<file path="src/rtl/axi_stream_router_n.sv">
// Stream router: one config word sets a per-port beat count, then input beats are steered
// to NUM_PORTS registered output slots in ascending port order, optionally replaying.
module axi_stream_router_n #(
    parameter int unsigned DATA_W    = 22,
    parameter int unsigned NUM_PORTS = 3,
    parameter int unsigned CNT_W     = 8,
    parameter int unsigned CFG_W     = NUM_PORTS * CNT_W + 1,
    parameter int unsigned PW        = $clog2(NUM_PORTS)
) (
    input  logic                          clk,
    input  logic                          rst,
    input  logic                          s_tvalid,
    input  logic [DATA_W-1:0]             s_tdata,
    output logic                          s_tready,
    input  logic                          config_tvalid,
    input  logic [CFG_W-1:0]              config_tdata,
    output logic                          config_tready,
    output logic [NUM_PORTS-1:0]          m_tvalid,
    output logic [NUM_PORTS*DATA_W-1:0]   m_tdata,
    output logic [NUM_PORTS-1:0]          m_tlast,
    input  logic [NUM_PORTS-1:0]          m_tready,
    output logic                          busy,
    output logic                          done
);

    typedef enum logic [1:0] {StIdle, StCfg, StRoute, StDrain} state_e;

    state_e                      state_q, state_d;
    logic [NUM_PORTS*CNT_W-1:0]  counts_q, counts_d;
    logic                        rpt_q, rpt_d;
    logic [PW-1:0]               port_q, port_d;
    logic [CNT_W-1:0]            rem_q, rem_d;
    logic [NUM_PORTS-1:0]        vld_q, vld_d, last_q, last_d;
    logic [NUM_PORTS*DATA_W-1:0] data_q, data_d;

    logic [CNT_W-1:0] cnt [NUM_PORTS];
    logic [PW-1:0]    port_nxt;
    logic             cfg_hs, s_hs, last_port, rem_zero, advance, drained;

    for (genvar g = 0; g < NUM_PORTS; g++) begin : g_cnt
        assign cnt[g] = counts_q[g*CNT_W +: CNT_W];
    end

    assign cfg_hs    = config_tvalid & config_tready;
    assign s_hs      = s_tvalid & s_tready;
    assign port_nxt  = port_q + 1'b1;
    assign last_port = (port_q == PW'(NUM_PORTS - 1));
    assign rem_zero  = (rem_q == '0);
    assign drained   = (vld_q == '0);
    // Port advances on its last accepted beat, or immediately when its count is zero.
    assign advance   = (state_q == StRoute) && (rem_zero || (s_hs && rem_q == CNT_W'(1)));

    always_ff @(posedge clk or negedge rst) begin
        if (!rst) begin
            state_q <= StIdle;
        end else begin
            state_q <= state_d;
        end
    end

    always_comb begin
        state_d = state_q;
        unique case (state_q)
            StIdle:  state_d = StCfg;
            StCfg:   if (cfg_hs) state_d = StRoute;
            StRoute: if (advance && last_port) state_d = StDrain;
            StDrain: if (drained) state_d = rpt_q ? StRoute : StCfg;
            default: state_d = StIdle;
        endcase
    end

    always_comb begin
        config_tready = (state_q == StCfg);
        s_tready      = (state_q == StRoute) && !rem_zero &&
                        (!vld_q[port_q] || m_tready[port_q]);
        busy          = (state_q == StRoute) || (state_q == StDrain);
        done          = (state_q == StDrain) && drained;
    end

    always_comb begin
        counts_d = counts_q;
        rpt_d    = rpt_q;
        port_d   = port_q;
        rem_d    = rem_q;
        if (cfg_hs) begin
            counts_d = config_tdata[CFG_W-2:0];
            rpt_d    = config_tdata[CFG_W-1];
            port_d   = '0;
            rem_d    = config_tdata[CNT_W-1:0];
        end else if (advance) begin
            rem_d = '0;
            if (!last_port) begin
                port_d = port_nxt;
                rem_d  = cnt[port_nxt];
            end
        end else if (s_hs) begin
            rem_d = rem_q - 1'b1;
        end else if (state_q == StDrain && drained && rpt_q) begin
            port_d = '0;
            rem_d  = cnt[0];
        end
    end

    // A load into a slot takes priority over its drain, keeping valid high.
    always_comb begin
        vld_d  = vld_q;
        last_d = last_q;
        data_d = data_q;
        for (int unsigned i = 0; i < NUM_PORTS; i++) begin
            if (s_hs && port_q == PW'(i)) begin
                vld_d[i]                  = 1'b1;
                last_d[i]                 = (rem_q == CNT_W'(1));
                data_d[i*DATA_W +: DATA_W] = s_tdata;
            end else if (m_tready[i]) begin
                vld_d[i]  = 1'b0;
                last_d[i] = 1'b0;
            end
        end
    end

    always_ff @(posedge clk or negedge rst) begin
        if (!rst) begin
            counts_q <= '0;
            rpt_q    <= 1'b0;
            port_q   <= '0;
            rem_q    <= '0;
            vld_q    <= '0;
            last_q   <= '0;
            data_q   <= '0;
        end else begin
            counts_q <= counts_d;
            rpt_q    <= rpt_d;
            port_q   <= port_d;
            rem_q    <= rem_d;
            vld_q    <= vld_d;
            last_q   <= last_d;
            data_q   <= data_d;
        end
    end

    assign m_tvalid = vld_q;
    assign m_tlast  = last_q;
    assign m_tdata  = data_q;

endmodule

</file>
<file path="config.mk">
export PLATFORM = sky130hd
export DESIGN_NAME = axi_stream_router_n
export DESIGN_NICKNAME = d
export VERILOG_FILES = /design/src/rtl/axi_stream_router_n.sv
export SDC_FILE = /design/constraint.sdc
export NUM_CORES = 1
export LEC_CHECK = 0
export CAP_MARGIN = 20
export CORE_ASPECT_RATIO = 0.9
export CORE_UTILIZATION = 45
export CTS_CLUSTER_DIAMETER = 50
export DETAILED_ROUTE_END_ITERATION = 8
export GPL_TIMING_DRIVEN = 0
export PLACE_DENSITY = 0.82
export SLEW_MARGIN = 20
export SYNTH_ARGS = -nofsm -noshare
export SYNTH_HDL_FRONTEND = slang
export SYNTH_SLANG_ARGS = --single-unit
</file>
<file path="constraint.sdc">
create_clock -name clk -period 6.14 [get_ports clk]
set_clock_uncertainty 0.1 [all_clocks]
set_input_delay 1.228 -clock clk [delete_from_list [all_inputs] [get_ports clk]]
set_output_delay 1.228 -clock clk [all_outputs]
set_load 0.03 [all_outputs]
</file>
## Word level (Yosys, flattened, before mapping)

Index checks and enable logic that the tools add are counted.

- Register bits after elaboration: 109
- Input bits: 54
- Output and inout bits: 76
- Logic and storage cells: 89

- $add $sub $neg: 2
- Magnitude comparators: 2
- Equality and inequality tests: 11
- Mux-type cells: 31
- Bitwise logic cells: 3
- Reduce and logical (&&, ||, !) cells: 26

Operator list:

| operator | count |
|---|---|
| 2-to-1 mux 8 bit | 7 |
| 2-to-1 mux 2 bit | 9 |
| binary-select mux 8 bit (select 2 bit) | 1 |
| 2-to-1 mux 1 bit | 11 |
| logical AND 1 bit | 10 |
| == test 8 x 1 -> 1 bit (second input constant) | 1 |
| zero test 8 bit | 1 |
| case mux 2 bit (4 select lines) | 1 |
| subtractor 8 x 1 -> 8 bit (second input constant) | 1 |
| == test 2 bit (second input constant) | 3 |
| AND reduction 3 bit | 2 |
| nonzero test 2 bit | 3 |
| binary-select mux 1 bit (select 2 bit) | 2 |
| == test 2 x 1 -> 1 bit (second input constant) | 2 |
| zero test 2 bit | 2 |
| != test 2 bit (second input constant) | 2 |
| nonzero test 4 bit | 1 |
| greater-or-equal comparator 3 bit (second input constant) | 1 |
| zero test 3 bit | 1 |
| logical OR 1 bit | 3 |
| less-than comparator 2 x 3 -> 1 bit (second input constant) | 1 |
| != test 3 x 2 -> 1 bit (second input constant) | 1 |
| != test 3 bit (second input constant) | 1 |
| inverter 2 -> 3 bit | 1 |
| 5 further kinds | 7 |

## Longest topological paths before layout

Gate-level depths: netlist of run 1.

- Depth in word-level cells: 12
- Mapped depth: 9
- Mapped depth without buffers: 7

## Least setup slack after synthesis of run 1

OpenSTA, ideal clock, no wires.

- Kind: input-to-output
- From: input m_tready[2]
- To: output s_tready
- Data arrival time: 2,008 ps
- Data required time: 4,812 ps
- Setup slack: 2,804 ps
- Stages: 3
- Buffers on the path: 0
- Path through: and3b_1 > o21ai_2 > and3_1

- Cells in the longest elaborated chain, start to end: 4

RTL lines:

| item | line | RTL |
|---|---|---|
| start: declaration | 21 | `input logic [NUM_PORTS-1:0] m_tready,` |
| binary-select mux 1 bit (select 2 bit) | 75 | `(!vld_q[port_q] \|\| m_tready[port_q]);` |
| 2-to-1 mux 1 bit (not written as such) | 75 |  |
| logical OR 1 bit | 75 |  |
| logical AND 1 bit | 74 | `s_tready = (state_q == StRoute) && !rem_zero &&` |
| end: declaration | 14 | `output logic s_tready,` |

No other way between the ends. The select of a mux whose other input is x is not followed.

## Worst setup path after layout of run 1

Ends and elaborated chain as after synthesis.

==> results of run 1 <==
worst max-delay path by stage:
stage / startpoint / depth (start not counted) / slack (ns) / endpoint
2_1_floorplan: m_tready[2] / 3 / 2.80 / s_tready
3_3_place_gp: rst / 1 / -0.19 / m_tdata[18]
3_5_place_dp: m_tready[2] / 5 / 1.65 / s_tready
4_1_cts: m_tready[2] / 5 / 1.65 / s_tready
5_1_grt: m_tready[2] / 5 / 1.61 / s_tready
6_report: m_tready[2] / 5 / 1.65 / s_tready
cells by family after synthesis:
group                    after synthesis  share of synthesized area
AND/OR/NAND/NOR                      129                      0.123
flip-flops                           109                      0.564
multiplexers                          81                      0.185
AO/OA/AOI/OAI                         51                     0.0753
buffers and inverters                 28                     0.0282
adder cells (fa/ha/maj)                6                     0.0155
XOR/XNOR                               5                    0.00906
worst max-delay path: stages:
cell and delay, ns:
clkdlybuf4s50_1 0.51, and3b_1 0.20, o21ai_2 0.28, and3_1 0.26, clkdlybuf4s50_1 0.68
layout make-up:
class	instances	area share
Multi-Input combinational cell	272	0.297
Sequential cell	109	0.411
Clock buffer	14	0.0428
Timing Repair Buffer	130	0.199
Inverter	10	0.00565
Buffer	18	0.0149
Tap cell	129	0.0243
Clock inverter	2	0.00584
where the power goes:
group          internal, mW  total (mW)  switching, mW
registers             0.974        1.16          0.183
logic                 0.597        1.35          0.753
clock network         0.362       0.607          0.245
total                  1.93        3.11           1.18
sequential cells by signal (all words and copies together), names as in the netlist:
name	flops
m_tdata	66
counts_q	24
rem_q	8
m_tlast	3
m_tvalid	3
port_q	2
state_q	2
rpt_q	1
per-stage QoR:
| stage | hold WS [ns] | util |
|---|---|---|
| 2_1_floorplan | 0.345 | - |
| 3_3_place_gp | 0.362 | 0.608 |
| 3_5_place_dp | 0.367 | 0.611 |
| 4_1_cts | 0.382 | 0.642 |
| 5_1_grt | 0.407 | 0.642 |
| 6_report | 0.379 | 0.642 |
synthesized netlist by cell type (4+ instances only):
| cell type | number | area share |
|---|---|---|
| mux2_1 | 67 | 0.16 |
| nand3b_1 | 4 | 0.0062 |
| ha_1 | 6 | 0.016 |
| o22a_1 | 5 | 0.0091 |
| o21ai_0 | 7 | 0.0072 |
| mux2i_1 | 14 | 0.029 |
| clkbuf_1 | 9 | 0.0070 |
| buf_4 | 6 | 0.0093 |
| dfrtp_1 | 109 | 0.56 |
| nand2_1 | 87 | 0.068 |
| a21oi_1 | 9 | 0.0093 |
| inv_1 | 8 | 0.0062 |
| nor2_1 | 13 | 0.010 |
| o21ai_1 | 16 | 0.017 |
metal layers:
metal,up-vias,global-route usage,wire length (um)
li1,1696,-,-
met2,128,0.377,5590
met5,-,0,0
met3,12,0.0543,726
met4,0,0.0551,139
met1,1772,0.279,4830
==> impl_metrics.xml, run 1 <==
<?xml version="1.0" encoding="UTF-8"?>
<metrics>
  <group name="worst_setup_path">
    <metric name="end_kind" unit="">output port</metric>
    <metric name="crit-reg2reg-capture" unit="">m_tdata[5]</metric>
    <metric name="timing.reg2reg.setup_slack" unit="ns">3.70</metric>
    <metric name="req_time_crit_path" unit="ns">4.81</metric>
    <metric name="setup.worst_path.class" unit="">in2out</metric>
    <metric name="critical_path.max_fanout" unit="">6</metric>
    <metric name="worstRegToRegCells" unit="">7</metric>
    <metric name="worstPathArrival" unit="ns">3.16</metric>
    <metric name="reg2reg_from" unit="">rem_q[2]</metric>
    <metric name="crit_path_start_kind" unit="">input pin</metric>
  </group>
  <group name="synthesis">
    <metric name="synth.yosys.warnings" unit="">0</metric>
    <metric name="asyncSetResetFlopFracSynth" unit="">1.00</metric>
    <metric name="synth-edff-count" unit="">0</metric>
    <metric name="syn-cell-area" unit="sq um">4840</metric>
    <metric name="synth_nets" unit="">469</metric>
    <metric name="synth_cells" unit="">409</metric>
    <metric name="ys_ff_latch" unit="">109</metric>
    <metric name="synthFlopType" unit="">dfrtp_1</metric>
    <metric name="synth_seq_area_share" unit="">0.564</metric>
    <metric name="synth.avg_cell_area" unit="sq um">11.8</metric>
    <metric name="synth.lib_cells_used.distinct" unit="">49</metric>
  </group>
  <group name="die">
    <metric name="die-height" unit="um">100</metric>
    <metric name="die-area" unit="sq um">11200</metric>
    <metric name="core_area" unit="sq um">10300</metric>
    <metric name="chipWidth" unit="um">111</metric>
    <metric name="core_rows" unit="">35</metric>
    <metric name="floorplan.initialDensity" unit="">0.468</metric>
    <metric name="boundaryPins" unit="">130</metric>
  </group>
  <group name="grt">
    <metric name="first_global_vias" unit="">3816</metric>
    <metric name="global_route.overflow_total" unit="">0</metric>
    <metric name="number_of_antenna_violations_at_the_first_check_in_global_routing" unit="">0</metric>
    <metric name="largest_net_degree_at_the_start_of_global_routing" unit="">58</metric>
    <metric name="grt_first_pass_wirelength" unit="mm">19.1</metric>
    <metric name="grt_use_total" unit="">0.219</metric>
  </group>
  <group name="routing">
    <metric name="ant_nets" unit="">0</metric>
    <metric name="routed_wl" unit="mm">11.3</metric>
    <metric name="via_count" unit="">3608</metric>
    <metric name="dr.first_iter.drc_count" unit="">192</metric>
    <metric name="detail_route.vias_per_cell" unit="">5.27</metric>
    <metric name="drt_drc_violations_left" unit="">26</metric>
    <metric name="detail_route.first_pass.iterations" unit="">6</metric>
    <metric name="wl_per_cell" unit="um">16.5</metric>
  </group>
  <group name="clocking">
    <metric name="root_buffer" unit="">clkbuf_16</metric>
    <metric name="cts_resized" unit="">0</metric>
    <metric name="clock_insertion_delay_worst_skew" unit="ns">0.34</metric>
    <metric name="numCtsBuffers" unit="">9</metric>
    <metric name="postCtsSetupRepairBufs" unit="">0</metric>
    <metric name="clock_sink_count" unit="">109</metric>
    <metric name="cts_tree" unit="">built</metric>
    <metric name="cts-hold-fix-buffers" unit="">0</metric>
    <metric name="clkTransAtPathRegs" unit="ns">0.07</metric>
    <metric name="cts_htree_levels" unit="">3</metric>
    <metric name="clock_path_buffers" unit="">2</metric>
  </group>
  <group name="power">
    <metric name="worst_vdd_ir" unit="uV">266</metric>
    <metric name="p_leak" unit="nW">3.05</metric>
    <metric name="cell_pwr_density" unit="nW/um^2">469</metric>
    <metric name="total_power_consumption_of_the_routed_design" unit="mW">3.11</metric>
  </group>
  <group name="flow_run">
    <metric name="max_cap_violations" unit="">0</metric>
  </group>
  <group name="timing">
    <metric name="maxSlewHeadroom" unit="">0.556</metric>
    <metric name="setup_tns" unit="ns">0</metric>
    <metric name="final_hold_viol_count" unit="">0</metric>
    <metric name="period_minus_slack" unit="ns">4.49</metric>
    <metric name="timing.final.ws_setup" unit="ns">1.65</metric>
    <metric name="max_freq" unit="MHz">223</metric>
    <metric name="finalSetupViolations" unit="">0</metric>
    <metric name="finalCritPeriodShare" unit="">0.731</metric>
    <metric name="rsz_0062_raised_after_global_routing" unit="">false</metric>
    <metric name="worst_pin_slew" unit="ns">0.660</metric>
    <metric name="final-max-slew-violation-count" unit="">0</metric>
  </group>
  <group name="layout">
    <metric name="sequential_cell_area" unit="sq um">2730</metric>
    <metric name="fraction_of_final_layout_cells_sized_beyond_drive_strength_1" unit="">0.0667</metric>
    <metric name="post-route-cell-area" unit="sq um">6640</metric>
    <metric name="mostFrequentLayoutCell" unit="">clkdlybuf4s50_1</metric>
    <metric name="commonest_cells_after_routing_fill_and_taps_aside" unit="">clkdlybuf4s50_1, dfrtp_1, nand2_1</metric>
    <metric name="final_nets" unit="">610</metric>
    <metric name="filler_cell_count" unit="">809</metric>
    <metric name="stdcell_count" unit="">684</metric>
    <metric name="num_antenna_cells" unit="">0</metric>
    <metric name="multiInputGateArea" unit="sq um">1970</metric>
    <metric name="areaGrowthSynthToFinish" unit="%">37.3</metric>
  </group>
  <group name="place">
    <metric name="area_after_dpl" unit="sq um">6320</metric>
    <metric name="routabilityCongestion" unit="">0.849</metric>
    <metric name="port_buffer_count" unit="">129</metric>
    <metric name="dp_hpwl" unit="mm">8.52</metric>
    <metric name="placed_instances" unit="">668</metric>
    <metric name="placement.setup.worst_slack" unit="ns">1.65</metric>
  </group>
  <group name="worst_hold_path">
    <metric name="hp-class" unit="">reg2reg</metric>
    <metric name="number_of_cells_traversed_by_the_worst_hold_path" unit="">2</metric>
    <metric name="holdPathEnd" unit="">counts_q[8]</metric>
    <metric name="min-delay-start" unit="">counts_q[8]</metric>
  </group>
  <group name="outcome">
    <metric name="outcome" unit="">finished, violations left</metric>
    <metric name="violated_checks" unit="">DRC</metric>
  </group>
</metrics>
(Power assumes the default switching activity.)
==> run 2, diff against run 1 <==
clock period = 4.6 ns   (was 6.14 ns; I/O delays follow)
==> results of run 2 <==
The final DEF is identical to that of run 1. Status: finished, violations left: DRC.
Among the figures that moved: setup slack after placement 1.65 ns -> 0.721 ns; setup slack after layout 1.65 ns -> 0.728 ns; register-to-register setup slack 3.70 ns -> 2.16 ns; total power 3.11 mW -> 4.16 mW; worst IR drop on VDD 266 uV -> 355 uV
